--- config.mk ---
export PLATFORM = sky130hd
export DESIGN_NAME = aes_cipher_feeder_flat
export DESIGN_NICKNAME = d
export VERILOG_FILES = /design/src/rtl/aes_cipher_feeder_if.sv /design/src/rtl/aes_cipher_feeder.sv /design/src/flat_wrapper.sv
export SDC_FILE = /design/constraint.sdc
export NUM_CORES = 1
export LEC_CHECK = 0
export ABC_CLOCK_PERIOD_IN_PS = 2990
export BUFFER_PORTS_ARGS = -buffer_cell sky130_fd_sc_hd__buf_2
export CAP_MARGIN = 40
export CORE_MARGIN = 1
export CORE_UTILIZATION = 54
export CTS_BUF_LIST = sky130_fd_sc_hd__clkbuf_2 sky130_fd_sc_hd__clkbuf_4 sky130_fd_sc_hd__clkbuf_8
export CTS_CLUSTER_DIAMETER = 200
export CTS_CLUSTER_SIZE = 16
export DETAILED_ROUTE_END_ITERATION = 10
export PLACE_DENSITY = 0.83
export SLEW_MARGIN = 20
export SYNTH_ARGS = -nofsm -noshare
export SYNTH_HDL_FRONTEND = slang
export SYNTH_SLANG_ARGS = --single-unit
--- constraint.sdc ---
create_clock -name clk_i -period 2.99 [get_ports clk_i]
set_clock_uncertainty 0.2 [all_clocks]
set_input_delay 0.4485 -clock clk_i [delete_from_list [all_inputs] [get_ports clk_i]]
set_output_delay 0.4485 -clock clk_i [all_outputs]
set_load 0.005 [all_outputs]
--- src/rtl/aes_cipher_feeder_if.sv ---
// Handshake bundle between the block feeder and the AES cipher core.
interface aes_cipher_feeder_if;
    logic         ciph_in_valid_o;
    logic         ciph_in_ready_i;
    logic         ciph_start_o;
    logic [127:0] ciph_state_init_o;
    logic         ciph_out_valid_i;
    logic         ciph_out_ready_o;
    logic [127:0] ciph_state_i;

    modport master (
        output ciph_in_valid_o, ciph_start_o, ciph_state_init_o, ciph_out_ready_o,
        input  ciph_in_ready_i, ciph_out_valid_i, ciph_state_i
    );

    modport slave (
        input  ciph_in_valid_o, ciph_start_o, ciph_state_init_o, ciph_out_ready_o,
        output ciph_in_ready_i, ciph_out_valid_i, ciph_state_i
    );
endinterface

--- src/rtl/aes_cipher_feeder.sv ---
// Collects four 32-bit words into a 128-bit block, hands it to the cipher core
// and buffers the result for word-wise readout.
module aes_cipher_feeder #(
    parameter bit          AutoStart = 1'b1,
    parameter int unsigned CntWidth  = 16
) (
    input  logic                clk_i,
    input  logic                rst_i,
    input  logic                wr_en_i,
    input  logic [1:0]          wr_idx_i,
    input  logic [31:0]         wr_data_i,
    input  logic                start_i,
    input  logic                clear_i,
    input  logic                rd_en_i,
    input  logic [1:0]          rd_idx_i,
    output logic [31:0]         rd_data_o,
    output logic                out_valid_o,
    output logic                busy_o,
    output logic                wr_drop_o,
    output logic [CntWidth-1:0] block_cnt_o,
    aes_cipher_feeder_if.master cif
);

    typedef enum logic [1:0] {ST_IDLE, ST_REQ, ST_WAIT} state_t;

    state_t              r_state;
    state_t              w_state_nxt;
    logic [127:0]        r_data_in;
    logic [127:0]        r_data_out;
    logic [3:0]          r_in_written;
    logic [3:0]          r_rd_seen;
    logic                r_out_valid;
    logic                r_wr_drop;
    logic [CntWidth-1:0] r_block_cnt;

    logic       w_clear;
    logic       w_wr_ok;
    logic [3:0] w_written_upd;
    logic       w_submit;
    logic       w_in_valid;
    logic       w_in_hs;
    logic       w_out_ready;
    logic       w_out_hs;
    logic       w_rd_hit;
    logic [3:0] w_seen_upd;

    // Clear wins over a coincident write; writes are refused only while offering.
    assign w_clear       = clear_i & (r_state == ST_IDLE);
    assign w_wr_ok       = wr_en_i & (r_state != ST_REQ) & ~w_clear;
    assign w_written_upd = r_in_written | (w_wr_ok ? (4'(1) << wr_idx_i) : 4'd0);
    assign w_submit      = (r_state == ST_IDLE) & ~w_clear & (w_written_upd == 4'hF)
                         & (AutoStart | start_i);

    // Cipher-side strobes are forced low while reset is held.
    assign w_in_valid  = (r_state == ST_REQ) & ~rst_i;
    assign w_in_hs     = w_in_valid & cif.ciph_in_ready_i;
    assign w_out_ready = (r_state == ST_WAIT) & ~r_out_valid & ~rst_i;
    assign w_out_hs    = w_out_ready & cif.ciph_out_valid_i;

    assign w_rd_hit   = rd_en_i & r_out_valid;
    assign w_seen_upd = r_rd_seen | (w_rd_hit ? (4'(1) << rd_idx_i) : 4'd0);

    always_ff @(posedge clk_i) begin
        if (rst_i) r_state <= ST_IDLE;
        else       r_state <= w_state_nxt;
    end

    always_comb begin
        w_state_nxt = r_state;
        case (r_state)
            ST_IDLE: if (w_submit) w_state_nxt = ST_REQ;
            ST_REQ:  if (w_in_hs)  w_state_nxt = ST_WAIT;
            ST_WAIT: if (w_out_hs) w_state_nxt = ST_IDLE;
            default: w_state_nxt = ST_IDLE;
        endcase
    end

    always_ff @(posedge clk_i) begin
        if (rst_i) begin
            r_data_in    <= '0;
            r_data_out   <= '0;
            r_in_written <= '0;
            r_rd_seen    <= '0;
            r_out_valid  <= 1'b0;
            r_wr_drop    <= 1'b0;
            r_block_cnt  <= '0;
        end else if (w_clear) begin
            r_data_in    <= '0;
            r_data_out   <= '0;
            r_in_written <= '0;
            r_rd_seen    <= '0;
            r_out_valid  <= 1'b0;
            r_wr_drop    <= 1'b0;
        end else begin
            if (w_wr_ok) r_data_in[{wr_idx_i, 5'd0} +: 32] <= wr_data_i;
            r_in_written <= w_in_hs ? 4'd0 : w_written_upd;
            if (wr_en_i && (r_state == ST_REQ)) r_wr_drop <= 1'b1;
            if (w_out_hs) begin
                r_data_out  <= cif.ciph_state_i;
                r_out_valid <= 1'b1;
                r_rd_seen   <= '0;
                r_block_cnt <= r_block_cnt + CntWidth'(1);
            end else if (w_rd_hit) begin
                r_rd_seen <= w_seen_upd;
                if (w_seen_upd == 4'hF) r_out_valid <= 1'b0;
            end
        end
    end

    assign rd_data_o   = r_data_out[{rd_idx_i, 5'd0} +: 32];
    assign out_valid_o = r_out_valid;
    assign busy_o      = (r_state != ST_IDLE);
    assign wr_drop_o   = r_wr_drop;
    assign block_cnt_o = r_block_cnt;

    assign cif.ciph_in_valid_o   = w_in_valid;
    assign cif.ciph_start_o      = w_in_valid;
    assign cif.ciph_state_init_o = rst_i ? 128'd0 : r_data_in;
    assign cif.ciph_out_ready_o  = w_out_ready;

endmodule

--- src/flat_wrapper.sv ---
// flat-port wrapper written by rule: the top's interface ports become plain ports
module aes_cipher_feeder_flat 
#(
    parameter bit          AutoStart = 1'b1,
    parameter int unsigned CntWidth  = 16
)
  (clk_i, rst_i, wr_en_i, wr_idx_i, wr_data_i, start_i, clear_i, rd_en_i, rd_idx_i, rd_data_o, out_valid_o, busy_o, wr_drop_o, block_cnt_o, cif_ciph_in_valid_o, cif_ciph_start_o, cif_ciph_state_init_o, cif_ciph_out_ready_o, cif_ciph_in_ready_i, cif_ciph_out_valid_i, cif_ciph_state_i);
  aes_cipher_feeder_if cif_i ();
  input  logic clk_i;
  input  logic rst_i;
  input  logic wr_en_i;
  input  logic [1:0] wr_idx_i;
  input  logic [31:0] wr_data_i;
  input  logic start_i;
  input  logic clear_i;
  input  logic rd_en_i;
  input  logic [1:0] rd_idx_i;
  output logic [31:0] rd_data_o;
  output logic out_valid_o;
  output logic busy_o;
  output logic wr_drop_o;
  output logic [CntWidth-1:0] block_cnt_o;
  output wire logic [$bits(cif_i.ciph_in_valid_o)-1:0] cif_ciph_in_valid_o;
  output wire logic [$bits(cif_i.ciph_start_o)-1:0] cif_ciph_start_o;
  output wire logic [$bits(cif_i.ciph_state_init_o)-1:0] cif_ciph_state_init_o;
  output wire logic [$bits(cif_i.ciph_out_ready_o)-1:0] cif_ciph_out_ready_o;
  input wire logic [$bits(cif_i.ciph_in_ready_i)-1:0] cif_ciph_in_ready_i;
  input wire logic [$bits(cif_i.ciph_out_valid_i)-1:0] cif_ciph_out_valid_i;
  input wire logic [$bits(cif_i.ciph_state_i)-1:0] cif_ciph_state_i;
  assign cif_ciph_in_valid_o = cif_i.ciph_in_valid_o;
  assign cif_ciph_start_o = cif_i.ciph_start_o;
  assign cif_ciph_state_init_o = cif_i.ciph_state_init_o;
  assign cif_ciph_out_ready_o = cif_i.ciph_out_ready_o;
  assign cif_i.ciph_in_ready_i = cif_ciph_in_ready_i;
  assign cif_i.ciph_out_valid_i = cif_ciph_out_valid_i;
  assign cif_i.ciph_state_i = cif_ciph_state_i;
  aes_cipher_feeder #(.AutoStart(AutoStart), .CntWidth(CntWidth)) u_core (.clk_i(clk_i), .rst_i(rst_i), .wr_en_i(wr_en_i), .wr_idx_i(wr_idx_i), .wr_data_i(wr_data_i), .start_i(start_i), .clear_i(clear_i), .rd_en_i(rd_en_i), .rd_idx_i(rd_idx_i), .rd_data_o(rd_data_o), .out_valid_o(out_valid_o), .busy_o(busy_o), .wr_drop_o(wr_drop_o), .block_cnt_o(block_cnt_o), .cif(cif_i));
endmodule
==> out/metrics.cfg, run 1 <==
[detailed_routing]
drc=0
finalWirelength_um=43800
viasPerCell=5.92
wl_per_cell_um=19.9
vias=13021
ant_nets=0
drt-pass1-iter-count=8
drt_iter0_drc=1346

[logic_synthesis]
ys_ff_latch=284
synth_edf_count=0
synth_cell_types=39
ys_warn_count=0
syn_area_um2=11900
synthArstFlopShare=0
synth_top_flop_cell=dfxtp_1
synth_area_per_cell_um2=8.04
synth_nets=1659
synth_top_area_cell=dfxtp_1
synth-seq-area-share=0.478
yosysMostFrequentCell=nand2_1
synthTopCellsByArea=dfxtp_1 48%, nand2_1 12%, a21oi_1 11%
synthCells=1480
synthTopCellsByCount=391 x nand2_1, 284 x dfxtp_1, 268 x a21oi_1
synth_top_area_frac=0.478

[worst_setup_path]
cpMostUsedCell=or4_1
r2r_slack_ns=0.50
slowest_delay_ns=0.70
crit_path_max_fanout=10
r2r_cells=4
crit_chain=or3b_1 -> or4_1 -> or4_1 -> a21oi_1
crit_arrival_ns=2.77
cp.depth=4
crit_family=simple AND/OR/NAND/NOR gates
cp.required_ns=3.27
startpoint_type=flip-flop
slowest_stage=or4_1
critPathKind=reg2reg
cp-end-kind=flip-flop
worst-path-buf-inv=0

[cells_and_area]
nets=2099
multiInputGateArea_um2=5730
register_area_um2=5690
nFillCells=1417
drive_above_1_share=0.232
areaGrowthSynthToFinish_pct=33.5

[place]
place_congestion=0.839
dp_hpwl_um=23500
portBuffers=352

[timing]
tightest_slew_ns=0.697
drv_slew=0
relSlewSlack=0.536
fin_crit_ns=2.49
max_freq_mhz=402
hold_viol=0
setup_viol=0
rsz0062_at_grt=false
fin_crit_sh=0.833
fin_setup_tns_ns=0

[outcome]
outcome=finished, final reports clean

[floorplan]
die_h_um=150
core-area_um2=21300
die_area_um2=22600
num_io_pins=354
rows=53
start_util=0.559
die_x_um=150

[global_route]
grt_start_max_net_pins=150
grt_pass1_wl_um=68200
grt_util_all_layers=0.390
grt_pass1_vias=12799
grt.overflow.total=0
antenna_found_initial=7

[pwr]
power_density_nw_per_um2=401
peakVddDrop_uv=392
power_leakage_nw=6.11
power_mw=6.37

[cts]
root_buffer=clkbuf_8
holdBufCountCts=161
cts_setup_buffers=0
clk-insertion-delay-late_ns=0.54
cts_tree=built
numClockSinks=284
clk_path_buf_depth=3
cts_made_buffers=21
path_clk_slew_ns=0.10
cts_max_level=1
cts_resized=0

[flow_run]
drv_cap=0

[hold_path]
hp-class=in2reg
holdPathStages=4

[flip-flops by register name (all words and copies together) (netlist names)]
| signal | cells |
|---|---|
| u_core.r_data_in | 128 |
| u_core.r_data_out | 128 |
| u_core.block_cnt_o | 16 |
| u_core.r_in_written | 4 |
| u_core.r_rd_seen | 4 |
| u_core.r_state | 2 |
| u_core.out_valid_o | 1 |
| u_core.wr_drop_o | 1 |
[cell families after synthesis]
group,after synthesis,share of synthesized area
simple gates,724,0.280
compound gates,291,0.124
flops,284,0.478
buf+inv,135,0.0439
mux,33,0.0614
fa+ha+maj,7,0.00736
xor+xnor,6,0.00442
[report_power, final]
part / leakage [nW] / internal [mW] / switching (mW) / total, mW
clock: 0.165 / 0.723 / 1.25 / 1.97
sequential: 2.29 / 3.78 / 0.00184 / 3.79
combinational: 3.66 / 0.287 / 0.331 / 0.618
[tightest hold or removal path, stage by stage]
cell	delay [ns]
buf_2	0.11
nor4_1	0.05
o21ai_0	0.07
o31ai_1	0.06
[metal layers]
metal / wire, um / vias up / share of wire / global-route usage
met3: 4990 / 287 / 0.11 / 0.160
li1: - / 5813 / - / -
met2: 20400 / 891 / 0.47 / 0.607
met1: 14800 / 6024 / 0.34 / 0.432
met4: 3500 / 6 / 0.080 / 0.271
met5: 92 / - / 0.0021 / 0.0227
[final cells by class]
type / instances / share of cell area
Multi-Input combinational cell: 1061 / 0.361
Sequential cell: 284 / 0.358
Timing Repair Buffer: 545 / 0.237
Tap cell: 275 / 0.0217
Clock buffer: 21 / 0.0182
Clock inverter: 1 / 0.00189
Inverter: 7 / 0.00165
Antenna cell: 5 / 0.000788
[cells in the final DEF (no fill, tap or decap), types with 5 or more instances in the layout]
| cell | synthesis | routed |
|---|---|---|
| o21ai_0 | 11 | 11 |
| and3_1 | 5 | 5 |
| nor3_1 | 11 | 10 |
| nor2b_1 | 129 | 129 |
| ha_1 | 7 | 7 |
| a21oi_1 | 268 | 268 |
| diode_2 | 0 | 5 |
| clkbuf_8 | 0 | 21 |
| buf_12 | 0 | 12 |
| mux4_2 | 32 | 32 |
| a31oi_1 | 5 | 5 |
| nand2_1 | 391 | 390 |
| nor2_1 | 21 | 20 |
| dfxtp_1 | 284 | 284 |
| dlygate4sd3_1 | 0 | 161 |
| xnor2_1 | 5 | 5 |
| buf_4 | 1 | 21 |
| inv_1 | 7 | 7 |
| nand3_1 | 138 | 138 |
| buf_2 | 2 | 351 |
| or3_1 | 9 | 9 |
[metrics by stage]
step	std cells	setup WS [ns]	hold slack [ns]	cell area (um2)	util
after floorplan	1480	0.410	0.227	11900	-
after global placement	2011	0.391	0.233	13900	0.655
after detailed placement	2011	0.377	0.240	13900	0.655
after CTS	2194	0.506	0.0261	15900	0.746
after global routing	2199	0.407	0.0577	15900	0.746
final	2199	0.500	0.0482	15900	0.746
[worst paths after layout]
kind                         from                endpoint
min                       clear_i       u_core.r_state[0]
max             u_core.r_state[1]  u_core.block_cnt_o[15]
max reg2reg     u_core.r_state[1]  u_core.block_cnt_o[15]
min reg2reg  u_core.r_data_in[72]    u_core.r_data_in[72]
Note: power is estimated with default switching activity, not from simulation.
==> run 2: changes to the inputs <==
Settings changed: ABC_CLOCK_PERIOD_IN_PS 2990 to 2300.
Clock period 2.99 ns to 2.3 ns, I/O delays scaled along.
==> run 2 against run 1 <==
Against the previous run:
- sequential share of layout area down 0.77 points
- final area increased by 2.3%
- total power grew 31%
- global-route usage increased by 1.3 points
- register-to-register slack worse by 0.43 ns
- wire length is 4.7% higher
- cell count is 1.1% higher
- via count is 1.3% higher
- critical path depth is 1 higher
- count of clock-buffer cells in the layout unchanged
- die area did not move
- largest power group unchanged
==> out/metrics.cfg, run 2 (synthesized netlist as in run 1, its figures left out) <==
[outcome]
outcome=finished, final reports clean

[worst_setup_path]
crit_arrival_ns=2.51
endpoint=u_core.block_cnt_o[13]
critPathKind=reg2reg
crit_path_max_fanout=9
r2r_slack_ns=0.07
cp-end-kind=flip-flop
r2r_cells=5
startpoint_type=flip-flop
r2r-start=u_core.r_state[0]
crit_start=u_core.r_state[0]
cp.required_ns=2.58
rr_endpoint=u_core.block_cnt_o[13]

[global_route]
grt_pass1_wl_um=69900
grt_util_all_layers=0.403
antenna_found_initial=5
grt.overflow.total=0
grt_start_max_net_pins=138
grt_pass1_vias=12909

[timing]
relSlewSlack=0.575
setup_viol=0
timing.hold.ws_ns=0.0894
hold_viol=0
rsz0062_at_grt=true
fin_crit_sh=0.971
fin_crit_ns=2.23
max_freq_mhz=448
tightest_slew_ns=0.638
drv_slew=0

[place]
dp_hpwl_um=24000
portBuffers=352
place_congestion=0.855

[cells_and_area]
nets=2123
layout_common_cells=390 x nand2_1, 351 x buf_2, 282 x dfxtp_1
nFillCells=1373
fin_util=0.763
areaGrowthSynthToFinish_pct=36.5
drive_above_1_share=0.243
final_common_cell=nand2_1

[cts]
cts_max_level=1
cts_made_buffers=21
clk-insertion-delay-late_ns=0.55
path_clk_slew_ns=0.11
clk_path_buf_depth=3
numClockSinks=284
root_buffer=clkbuf_8
cts_setup_buffers=0
cts_tree=built

[floorplan]
num_io_pins=354
die_area_um2=22600
start_util=0.559
rows=53
core-area_um2=21300
die_x_um=150
die_h_um=150

[detailed_routing]
ant_nets=0
drc=0
viasPerCell=5.93
vias=13191
drt_iter0_drc=1454
wl_per_cell_um=20.6
finalWirelength_um=45800
drt-pass1-iter-count=6

[hold_path]
min_from=wr_idx_i[1]
hp-class=in2reg

[flow_run]
drv_cap=0

[pwr]
power_density_nw_per_um2=516
power_leakage_nw=6.27
peakVddDrop_uv=595

==> run 2: how the worst min path moves through the flow <==
| stage | endpoint | depth (start not counted) |
|---|---|---|
| after floorplan | u_core.r_data_in[0] | 2 |
| after global placement | u_core.r_data_in[100] | 2 |
| after detailed placement | u_core.r_data_in[32] | 2 |
| after CTS | u_core.wr_drop_o | 4 |
| after global routing | u_core.r_in_written[2] | 4 |
| final | u_core.r_in_written[2] | 4 |
==> run 2: metrics by stage <==
step                TNS (ns)  worst slack [ns]  total power [mW]  std cells  area, um2
floorplan            -0.0738           -0.0738              5.28       1480      11900
global placement           0            0.0810              5.63       2030      14200
detailed placement         0            0.0485              5.63       2030      14200
CTS                        0           0.00477              8.26       2218      16200
global route               0          0.000740              8.60       2221      16200
finish                     0            0.0660              8.37       2224      16200
==> run 2: timing repair <==
| action | in CTS | in global routing |
|---|---|---|
| endpoints found under the setup margin | 0 | 9 |
| gates resized for setup | 0 | 12 |
| hold endpoints to repair | 268 | 0 |
| hold buffers | 166 | 0 |
==> run 2: critical path: stages (launching register included) <==
cell and delay [ns]:
dfxtp_1 0.33, or3b_4 0.41, or4_4 0.53, buf_4 0.18
or3_1 0.32, a21oi_2 0.18
==> run 2: report_power, final <==
| part | switching (mW) | internal [mW] | total (mW) |
|---|---|---|---|
| registers | 0.00252 | 4.92 | 4.92 |
| clock network | 1.64 | 0.940 | 2.58 |
| logic | 0.451 | 0.421 | 0.872 |
==> run 2: metal layers <==
| metal | GRT usage | wire length, um | up-vias |
|---|---|---|---|
| met5 | 0.0341 | 66 | - |
| met4 | 0.268 | 3290 | 4 |
| met3 | 0.172 | 5300 | 292 |
| met2 | 0.626 | 21600 | 974 |
| met1 | 0.446 | 15600 | 6068 |
| li1 | - | - | 5853 |
==> run 2: layout make-up <==
class | count | area [um2] | area share
clock inverters | 1 | 30.0 | 0.00185
well taps | 275 | 344 | 0.0212
flip-flops and latches | 284 | 5690 | 0.350
clock buffers | 21 | 289 | 0.0178
repair buffers | 569 | 4070 | 0.251
multi-input cells | 1061 | 5780 | 0.356
diodes | 6 | 15.0 | 0.000924
inverters | 7 | 26.3 | 0.00162
==> run 3: changes to the inputs <==
Settings changed: PLACE_DENSITY 0.83 to 0.87.
==> run 3 against run 2 <==
Against the previous run:
- first-iteration DRC count shrank 5.6%
- clock power is essentially flat
- die area is the same
- wire length shrank 0.48%
- hold slack lost 0.0030 ns
- combinational power shrank 4.8%
- count of clock-buffer cells in the layout is the same
- non-clock buffer count shrank 18
- critical endpoint is now cif_ciph_out_ready_o
- register-to-register slack lost 0.03 ns
- global-route usage grew 1.3 points
- highest routed layer unchanged
==> out/metrics.cfg, run 3 (synthesized netlist as in run 1, its figures left out) <==
[flow_run]
drv_cap=0

[place]
place_inst=2014
place_area_um2=14000
portBuffers=352
place_congestion=0.855
dp_hpwl_um=23500

[pwr]
peakVddDrop_uv=590
power_mw=8.34
p_sw_frac=0.251
p_int_mw=6.25
power_frac_seq=0.590
power_leakage_nw=6.16
p_sw_mw=2.09
p_clk_frac=0.310
power_density_nw_per_um2=520
p_comb_frac=0.100

[cts]
numClockSinks=284
path_clk_slew_ns=0.10
clk-insertion-delay-late_ns=0.54
clk_path_buf_depth=3
root_buffer=clkbuf_8
cts_made_buffers=21
cts_max_level=1
cts_tree=built

[detailed_routing]
drt-pass1-iter-count=8
wl_per_cell_um=20.7
drc=0
vias=13339
drt_iter0_drc=1372
finalWirelength_um=45600
ant_nets=0
viasPerCell=6.05

[cells_and_area]
areaGrowthSynthToFinish_pct=34.8
register_area_um2=5690
multiInputGateArea_um2=5740
nFillCells=1364
stdcell_count=2206
final_area_um2=16000
drive_above_1_share=0.235
fin_util=0.753
nets=2105
final_common_cell=nand2_1
layout_common_cells=390 x nand2_1, 351 x buf_2, 283 x dfxtp_1

[worst_setup_path]
critPathKind=reg2out
cp.depth=4
worst-path-buf-inv=2
cp-end-kind=primary output
r2r_cells=5
r2r_slack_ns=0.04
crit_chain=or3b_4 -> buf_4 -> nor2_2 -> buf_2
rr_endpoint=u_core.block_cnt_o[14]
startpoint_type=flip-flop
slowest_delay_ns=0.39
r2r-start=u_core.r_state[1]
crit_arrival_ns=1.72
slowest_stage=or3b_4
crit_start=u_core.r_state[1]
crit_family=simple AND/OR/NAND/NOR gates
crit_path_max_fanout=6
endpoint=cif_ciph_out_ready_o
cp.required_ns=1.75

[timing]
setup_viol=0
tightest_slew_ns=0.645
timing.hold.ws_ns=0.0864
fin_crit_sh=0.983
hold_viol=0
max_freq_mhz=442
relSlewSlack=0.570
drv_slew=0
fin_crit_ns=2.26

[floorplan]
start_util=0.559
die_h_um=150
die_x_um=150
num_io_pins=354
die_area_um2=22600
rows=53
core-area_um2=21300

[global_route]
grt.overflow.total=0
grt_pass1_wl_um=72100
grt_pass1_vias=13089
antenna_found_initial=8
grt_util_all_layers=0.416
grt_start_max_net_pins=130

[outcome]
outcome=finished, final reports clean

[hold_path]
hp-class=in2reg

## run 3: changes by cell type in the layout (fill, tap and decap cells not counted), sizes merged
cell / previous run / this run
dlygate4sd3: 166 / 164
buf: 403 / 387
## run 3: cell type report
| cell class | instances | share of cell area |
|---|---|---|
| inverter | 7 | 0.00164 |
| antenna | 6 | 0.000936 |
| multi-input combinational | 1061 | 0.358 |
| tap | 275 | 0.0215 |
| sequential | 284 | 0.355 |
| clock inverter | 1 | 0.00187 |
| clock buffer | 21 | 0.0180 |
| timing repair buffer | 551 | 0.244 |
## run 3: worst min path at each step
stage	cells after the start	from	slack [ns]	to
global placement	2	u_core.r_data_in[41]	0.23	u_core.r_data_in[41]
detailed placement	2	u_core.r_data_in[114]	0.24	u_core.r_data_in[114]
floorplan	2	u_core.r_data_in[0]	0.23	u_core.r_data_in[0]
finish	3	rst_i	0.09	u_core.block_cnt_o[8]
CTS	3	rst_i	0.03	u_core.block_cnt_o[15]
global route	3	rst_i	0.07	u_core.block_cnt_o[9]
## run 3: worst reg2reg max path, cell delays in order, from the launching register on
cell and delay (ns):
dfxtp_2 0.35, or3b_4 0.39, buf_4 0.18, or3_1 0.50
or3_1 0.38, a21oi_1 0.19
## run 3: per-stage QoR
step                 TNS, ns  setup WS, ns
detailed placement         0        0.0270
global placement           0        0.0533
CTS                        0        0.0384
global route        -0.00853      -0.00853
finish                     0        0.0381
floorplan            -0.0738       -0.0738
## run 3: routing by layer
layer	share of wire	global-route usage
met5	0.0011	0.0477
met4	0.073	0.273
met3	0.13	0.205
met2	0.46	0.626
met1	0.33	0.460
## run 3: power groups by stage
stage	clock (mW)	combinational (mW)	sequential (mW)
6_report	2.59	0.830	4.92
5_1_grt	2.76	0.875	4.92
4_1_cts	2.54	0.780	4.92
3_5_place_dp	0	0.552	5.04
3_3_place_gp	0	0.550	5.04
2_1_floorplan	0	0.247	5.03
## run 3: what timing repair did
action | CTS | global route
buffers inserted | 0 | 0
hold buffers | 164 | 0
setup endpoints to repair | 0 | 5
gates resized for setup | 0 | 4
hold endpoints to repair | 260 | 0
